$ cat config.mk
export PLATFORM = sky130hd
export DESIGN_NAME = axis_block_average
export DESIGN_NICKNAME = d
export VERILOG_FILES = /design/src/rtl/axis_block_average.sv
export SDC_FILE = /design/constraint.sdc
export NUM_CORES = 1
export LEC_CHECK = 0
export CAP_MARGIN = 30
export CORE_ASPECT_RATIO = 1.75
export CORE_MARGIN = 10
export CORE_UTILIZATION = 42
export DETAILED_ROUTE_END_ITERATION = 10
export PLACE_DENSITY_LB_ADDON = 0.3
export SLEW_MARGIN = 20
export SYNTH_ARGS = -nofsm -noshare
export SYNTH_HDL_FRONTEND = slang
export SYNTH_SLANG_ARGS = --single-unit
$ cat constraint.sdc
create_clock -name clk -period 2.4 [get_ports clk]
set_clock_uncertainty 0.2 [all_clocks]
set_input_delay 0.48 -clock clk [delete_from_list [all_inputs] [get_ports clk]]
set_output_delay 0.48 -clock clk [all_outputs]
set_load 0.03 [all_outputs]
$ cat src/rtl/axis_block_average.sv
// AXI-Stream decimating averager: sums frames of 2^LOG2_LEN samples and emits one
// averaged beat per frame, with backpressure and a frame-length error flag.
module axis_block_average #(
    parameter int DATA_WIDTH = 16,
    parameter int LOG2_LEN   = 1,
    parameter bit SIGNED     = 1'b0,
    parameter bit ROUND      = 1'b0
) (
    input  logic                  clk,
    input  logic                  resetn,
    input  logic                  s_valid,
    input  logic [DATA_WIDTH-1:0] s_data,
    input  logic                  s_last,
    output logic                  s_ready,
    output logic                  m_valid,
    output logic [DATA_WIDTH-1:0] m_data,
    output logic                  m_last,
    output logic                  m_err,
    input  logic                  m_ready
);

    // One guard bit beyond DATA_WIDTH+LOG2_LEN keeps the rounding increment from overflowing.
    localparam int ACC_W = DATA_WIDTH + LOG2_LEN + 1;
    localparam logic [LOG2_LEN-1:0] CNT_MAX = '1;
    localparam logic [ACC_W-1:0] RND_INC = ROUND ? (ACC_W'(1) << (LOG2_LEN - 1)) : {ACC_W{1'b0}};

    logic [ACC_W-1:0]      acc;
    logic [ACC_W-1:0]      data_ext;
    logic [ACC_W-1:0]      acc_next;
    logic [ACC_W-1:0]      sum;
    logic [LOG2_LEN-1:0]   cnt;
    logic [DATA_WIDTH-1:0] avg_arith;
    logic [DATA_WIDTH-1:0] avg_logic;
    logic [DATA_WIDTH-1:0] avg;
    logic                  accept;
    logic                  count_full;
    logic                  closing;

    assign s_ready    = resetn & (~m_valid | m_ready);
    assign accept     = s_valid & s_ready;
    assign count_full = (cnt == CNT_MAX);
    assign closing    = accept & (s_last | count_full);

    assign data_ext = SIGNED ? {{(LOG2_LEN + 1){s_data[DATA_WIDTH-1]}}, s_data}
                             : {{(LOG2_LEN + 1){1'b0}}, s_data};

    assign acc_next = acc + data_ext;
    assign sum      = acc_next + RND_INC;

    // Separate shifts so the arithmetic one is never coerced to unsigned by a shared ternary.
    assign avg_arith = DATA_WIDTH'($signed(sum) >>> LOG2_LEN);
    assign avg_logic = DATA_WIDTH'(sum >> LOG2_LEN);
    assign avg       = SIGNED ? avg_arith : avg_logic;

    always_ff @(posedge clk) begin
        if (!resetn) begin
            m_valid <= 1'b0;
            m_data  <= '0;
            m_last  <= 1'b0;
            m_err   <= 1'b0;
            acc     <= '0;
            cnt     <= '0;
        end else if (closing) begin
            m_valid <= 1'b1;
            m_data  <= avg;
            m_last  <= s_last;
            m_err   <= s_last ^ count_full;
            acc     <= '0;
            cnt     <= '0;
        end else begin
            if (m_ready) begin
                m_valid <= 1'b0;
            end
            if (accept) begin
                acc <= acc_next;
                cnt <= cnt + LOG2_LEN'(1);
            end
        end
    end

endmodule
# After elaboration in Yosys (flattened, before gate mapping)
# Cells that the tools add are included.
dict set report totals {
  regBits 38
  mem_bits_rw 0
  wordCells 20
  latchBits 0
  out_inout_bits 20
  rom_bits 0
  memories 0
}
dict set report op_classes {
  n_addsub 2
  n_div 0
  magnitude_cmp 0
  shift 0
  n_reduce_logical 2
  mux 2
  bitwise_logic 8
  eq_ne 0
  n_mul 0
}
# op count
set ops {}
lappend ops {{adder 18 x 16 -> 18 bit} 1}
lappend ops {{bitwise AND 1 bit} 3}
lappend ops {{two-way mux 1 bit} 2}
lappend ops {{inverter 1 bit} 2}
lappend ops {{bitwise OR 1 bit} 2}
lappend ops {{nonzero test 2 bit} 1}
lappend ops {{OR reduction 2 bit} 1}
lappend ops {{adder 1 bit (second input constant)} 1}
lappend ops {{bitwise XOR 1 bit} 1}

# Longest topological paths before layout
dict set report logic_depth {
  depth_word 6
  mapped_depth 9
  mapped_depth_nobuf 8
}

# Worst setup path after synthesis
# Ideal clock, no wire load.
dict set report synth_path {
  path_kind {input -> register}
  start {in s_data[0]}
  end {reg m_data[9]}
  setup_time_ns 0.128
  slack_ns -0.202
  path_stages 8
  t_arrival_ns 2.274
  required_time_ns 2.072
  path_cell_list {ha_1 fa_1 a21o_1 a221oi_2 o21ai_1 a31oi_2 xor2_1 o21ai_1}
}
dict set report synth_via {
  elab_chain_cells 1
}
# element line
set synth_lines {}
lappend synth_lines {{start: declaration} 12} ;# input logic [DATA_WIDTH-1:0] s_data,
lappend synth_lines {{adder 18 x 16 -> 18 bit} 47} ;# assign acc_next = acc + data_ext;
lappend synth_lines {{end signal: assignment} 65} ;# m_data <= avg;
lappend synth_lines {{end: declaration} 16} ;# output logic [DATA_WIDTH-1:0] m_data,
# Every way passes these cells.
# A chain may end at the register's enable or synchronous reset.

# Final worst setup path
dict set report layout_path {
  start {reg acc[0]}
  end {reg acc[14]}
}
dict set report layout_via {
  elab_chain_cells 1
}
# element line
set layout_lines {}
lappend layout_lines {{start: declaration} 27} ;# logic [ACC_W-1:0] acc;
lappend layout_lines {{start signal: assignment} 75} ;# acc <= acc_next;
lappend layout_lines {{adder 18 x 16 -> 18 bit} 47}
# Every way passes these cells.

==> results <==
- The flow ran to the end, and the final reports show no timing, DRC or antenna violations.
- The signal on the critical path passes through ha_4 > fa_2 > a21o_1 > buf_6 > a311o_1 > a21oi_2 > nand3_1 > nor3b_2 > o21a_1.
- The utilization after layout is 0.672.
- Leaving out fill and tap cells, the most frequent cells in the layout are sky130_fd_sc_hd__buf_4 (54), sky130_fd_sc_hd__nand2_1 (53), sky130_fd_sc_hd__dfxtp_1 (36).
- Across every metal layer, demand over resource in global routing totals 0.173.
- The design draws 1.72 mW.
- Before antenna repair, the detailed router went through 6 iterations.
- The antenna violation net count after detailed routing is 0.
- The top-area cell type share of the netlist area is 0.336.
- The effective utilization at floorplan is 0.439.
- The global-route wire length before repair is 11.7 mm.
- The count of pins over their slew limit is 0.
- The final critical-path setup slack is 0.0253 ns.
- Hold is met by 0.251 ns.
- The number of unique standard cell types used by synthesis is 46.
- The critical path is of the register to register type.
- The number of antenna diodes in the final layout is 0.
- The gate count after technology mapping is 273.
- Across all register-to-register paths, the minimum setup slack is 0.03 ns.
- STA classifies the critical path startpoint as a register.
- Clock tree synthesis found a total of 37 sinks.
- TritonCTS built the clock tree.
- The arrival time at the worst endpoint is 2.38 ns.
- From synthesis to final layout, the design area changed by 53.0%.
- The DRC marker count from the first detailed-route iteration is 117.
- The biggest area contributor in the post-synthesis netlist is sky130_fd_sc_hd__dfxtp_1.
- In this run the tightest slew margin relative to its limit is 0.681.
- The most common library cell in the layout ignoring fill and taps is sky130_fd_sc_hd__buf_4.
- The floorplan step defined a die boundary enclosing 8660 sq um.
- After global routing the overflow that remains totals 0.
- The number of violations of the max-capacitance limit is 0.
- The wire-length estimate of the detail-placed layout is 5.40 mm.
- Of the cells placed in the final design, the portion with a size suffix greater than 1 is 0.283.
- In the routed design, unresolved DRC markers number 0.
- The element type at the critical path end is a register.
- The number of top-level design ports is 41.
- The hold violation count in the final report came to 0.
- The summed negative setup slack over all endpoints is 0 ns.
- The average wire per standard cell is 17.1 microns.
- The path category of the worst min-delay check is register to register.
- The via count of the first global-routing pass was 2429.
- The clock tree root driver cell is sky130_fd_sc_hd__clkbuf_8.
- The detailed-route vias per instance is 5.68.
- The number of buffers created by CTS is 5.
- Of the available clock period, the critical path in the final layout requires 0.989.
- The insertion delay to the later sink of the worst-skew pair is 0.30 ns.
- The net count of the finished layout is 402.
- After synthesis, the cell types taking the most area are sky130_fd_sc_hd__dfxtp_1 (34%), sky130_fd_sc_hd__ha_1 (9.7%), sky130_fd_sc_hd__nand2_1 (9.2%).
- For this run, the number of Yosys warnings is 0.
- The pin count of the biggest net entering global routing is 14.
- The highest clock rate is 421 MHz.
- At the end of routability-driven placement, the weighted congestion stood at 0.925.
- In this run the worst path has a maximum fanout of 2.
- The maximum level of the CTS H-tree is 2.
- The actual transition at the worst max-transition pin is 0.476 ns.
- The sequential cell area fraction in the yosys report is 0.336.
- The net count after synthesis is 312.
- Leaving out filler cells and counting taps, the final layout contains 418.
- The final critical-path required period is 2.37 ns.
- The maximum ir drop on the vdd rail is 0.317 mV.
- Buffers inserted to repair hold after CTS numbered 0.
- The routed layout has 2376 vias.
- The pre-CTS worst setup slack is -0.615 ns.
- After floorplanning, the core was sized to cover 5020 sq um.
- The die span in y is 116 microns.
- Each instance of the synthesized netlist takes up on average 8.07 sq um.
- The leakage power is 1.42 nW.
- During placement, the flow inserted port buffers numbering 40.
- The post-layout instance area is 3370 sq um.
- The number of placed instances, taps included is 404.
- The number of register bits inferred by synthesis is 37.
- For this run, the slowest stage of the critical path takes 0.34 ns.
- In this run the core area contains 34 standard-cell rows.
- Among all stages on the critical path, the largest delay is contributed by sky130_fd_sc_hd__dfxtp_2.
- The die span in x is 74.8 microns.
- Setup repair after global routing could not meet its margin everywhere.
- The clock edge transition at the registers on the reported setup and hold paths is 0.09 ns.
- The number of endpoints failing setup at the final stage is 0.
- The initial antenna violation count is 0.
- The clock tree buffer depth is 2.
- For the worst setup path, the data required time is 2.40 ns.
- Wires add up to 7.15 mm.
- Once placement finished, the instance area stood at 3010 sq um.
- The power density over cell area is 509 nW/um^2.
- The mapped netlist covers 2200 sq um.
==> routing by layer <==
| layer | wire, microns | part of all wire | vias up | global-route usage |
|---|---|---|---|---|
| li1 | - | - | 1157 | - |
| met1 | 2500 | 0.35 | 1108 | 0.168 |
| met2 | 3950 | 0.55 | 79 | 0.325 |
| met3 | 311 | 0.043 | 32 | 0.0265 |
| met4 | 394 | 0.055 | 0 | 0.103 |
| met5 | 0 | 0 | - | 0 |
==> worst max-delay path, delay by kind of cell (launching register included) <==
family	cells	cell delay (ns)
fa+ha+maj	2	0.50
buf+inv	1	0.13
simple gates	2	0.29
flops	1	0.34
compound gates	4	0.83
==> final cells by class <==
cell class                      instances  area (sq um)
Fill cell                             405          1650
Multi-Input combinational cell        216          1620
Timing Repair Buffer                   96           830
Sequential cell                        37           742
Clock buffer                            5          68.8
Tap cell                               54          67.6
Inverter                                7          26.3
Clock inverter                          3          21.3
==> final timing paths <==
kind / start / end / depth (start not counted)
min reg2reg: m_data[10]$_SDFFE_PN0P_ / m_data[10]$_SDFFE_PN0P_ / 2
max reg2reg: acc[0]$_SDFFE_PP0P_ / acc[14]$_SDFFE_PP0P_ / 9
max: acc[0]$_SDFFE_PP0P_ / acc[14]$_SDFFE_PP0P_ / 9
min: m_data[10]$_SDFFE_PN0P_ / m_data[10]$_SDFFE_PN0P_ / 2
==> kinds of logic (layout without fill, tap and decap cells) <==
group | Yosys count | count (layout) | synth area share
and+or+nand+nor | 104 | 104 | 0.214
AOI/OAI and AO/OA | 80 | 80 | 0.252
DFF | 37 | 37 | 0.336
buffers and inverters | 20 | 111 | 0.0369
adders and majority gates | 18 | 18 | 0.106
xor gates and xnor gates | 14 | 14 | 0.0556
==> timing repair <==
action | in CTS | in global routing
endpoints found under the setup margin | 19 | 19
pin swaps | 22 | 17
resized for setup | 25 | 24
buffers inserted | 4 | 2
==> cells in the mapped netlist (all sizes together) <==
master   count
and4         2
a311o        1
nor3b        1
o21a         6
a31o         1
o31ai        2
dfxtp       37
ha          17
nor3         3
a2111oi      1
and3         4
a211o        1
a32oi        1
a41oi        1
a31oi        3
o211a        2
nor4         2
nand2b       2
or3          2
o21ai       18
nand3       17
xor2         4
a211oi       2
a21o         6
a221oi       1
nor2b        3
clkbuf       8
a21bo        1
xnor2       10
inv          7
nand2       54
o211ai       6
nand3b       1
o41ai        1
buf          5
o2111ai      1
and2         1
a21oi       22
or2          1
a22o         3
fa           1
nor2        11
==> where the power goes <==
part	internal [mW]	leakage [nW]	switching (mW)	total [mW]
sequential	0.653	0.302	0.0253	0.678
combinational	0.272	1.07	0.294	0.566
clock	0.207	0.0445	0.265	0.472
total	1.13	1.42	0.585	1.72
==> registers in the layout, indices dropped and copies added, names as in the netlist <==
| name | flops |
|---|---|
| acc | 17 |
| m_last | 1 |
| m_data | 16 |
| m_valid | 1 |
| cnt | 1 |
| m_err | 1 |
(Power assumes the default switching activity.)
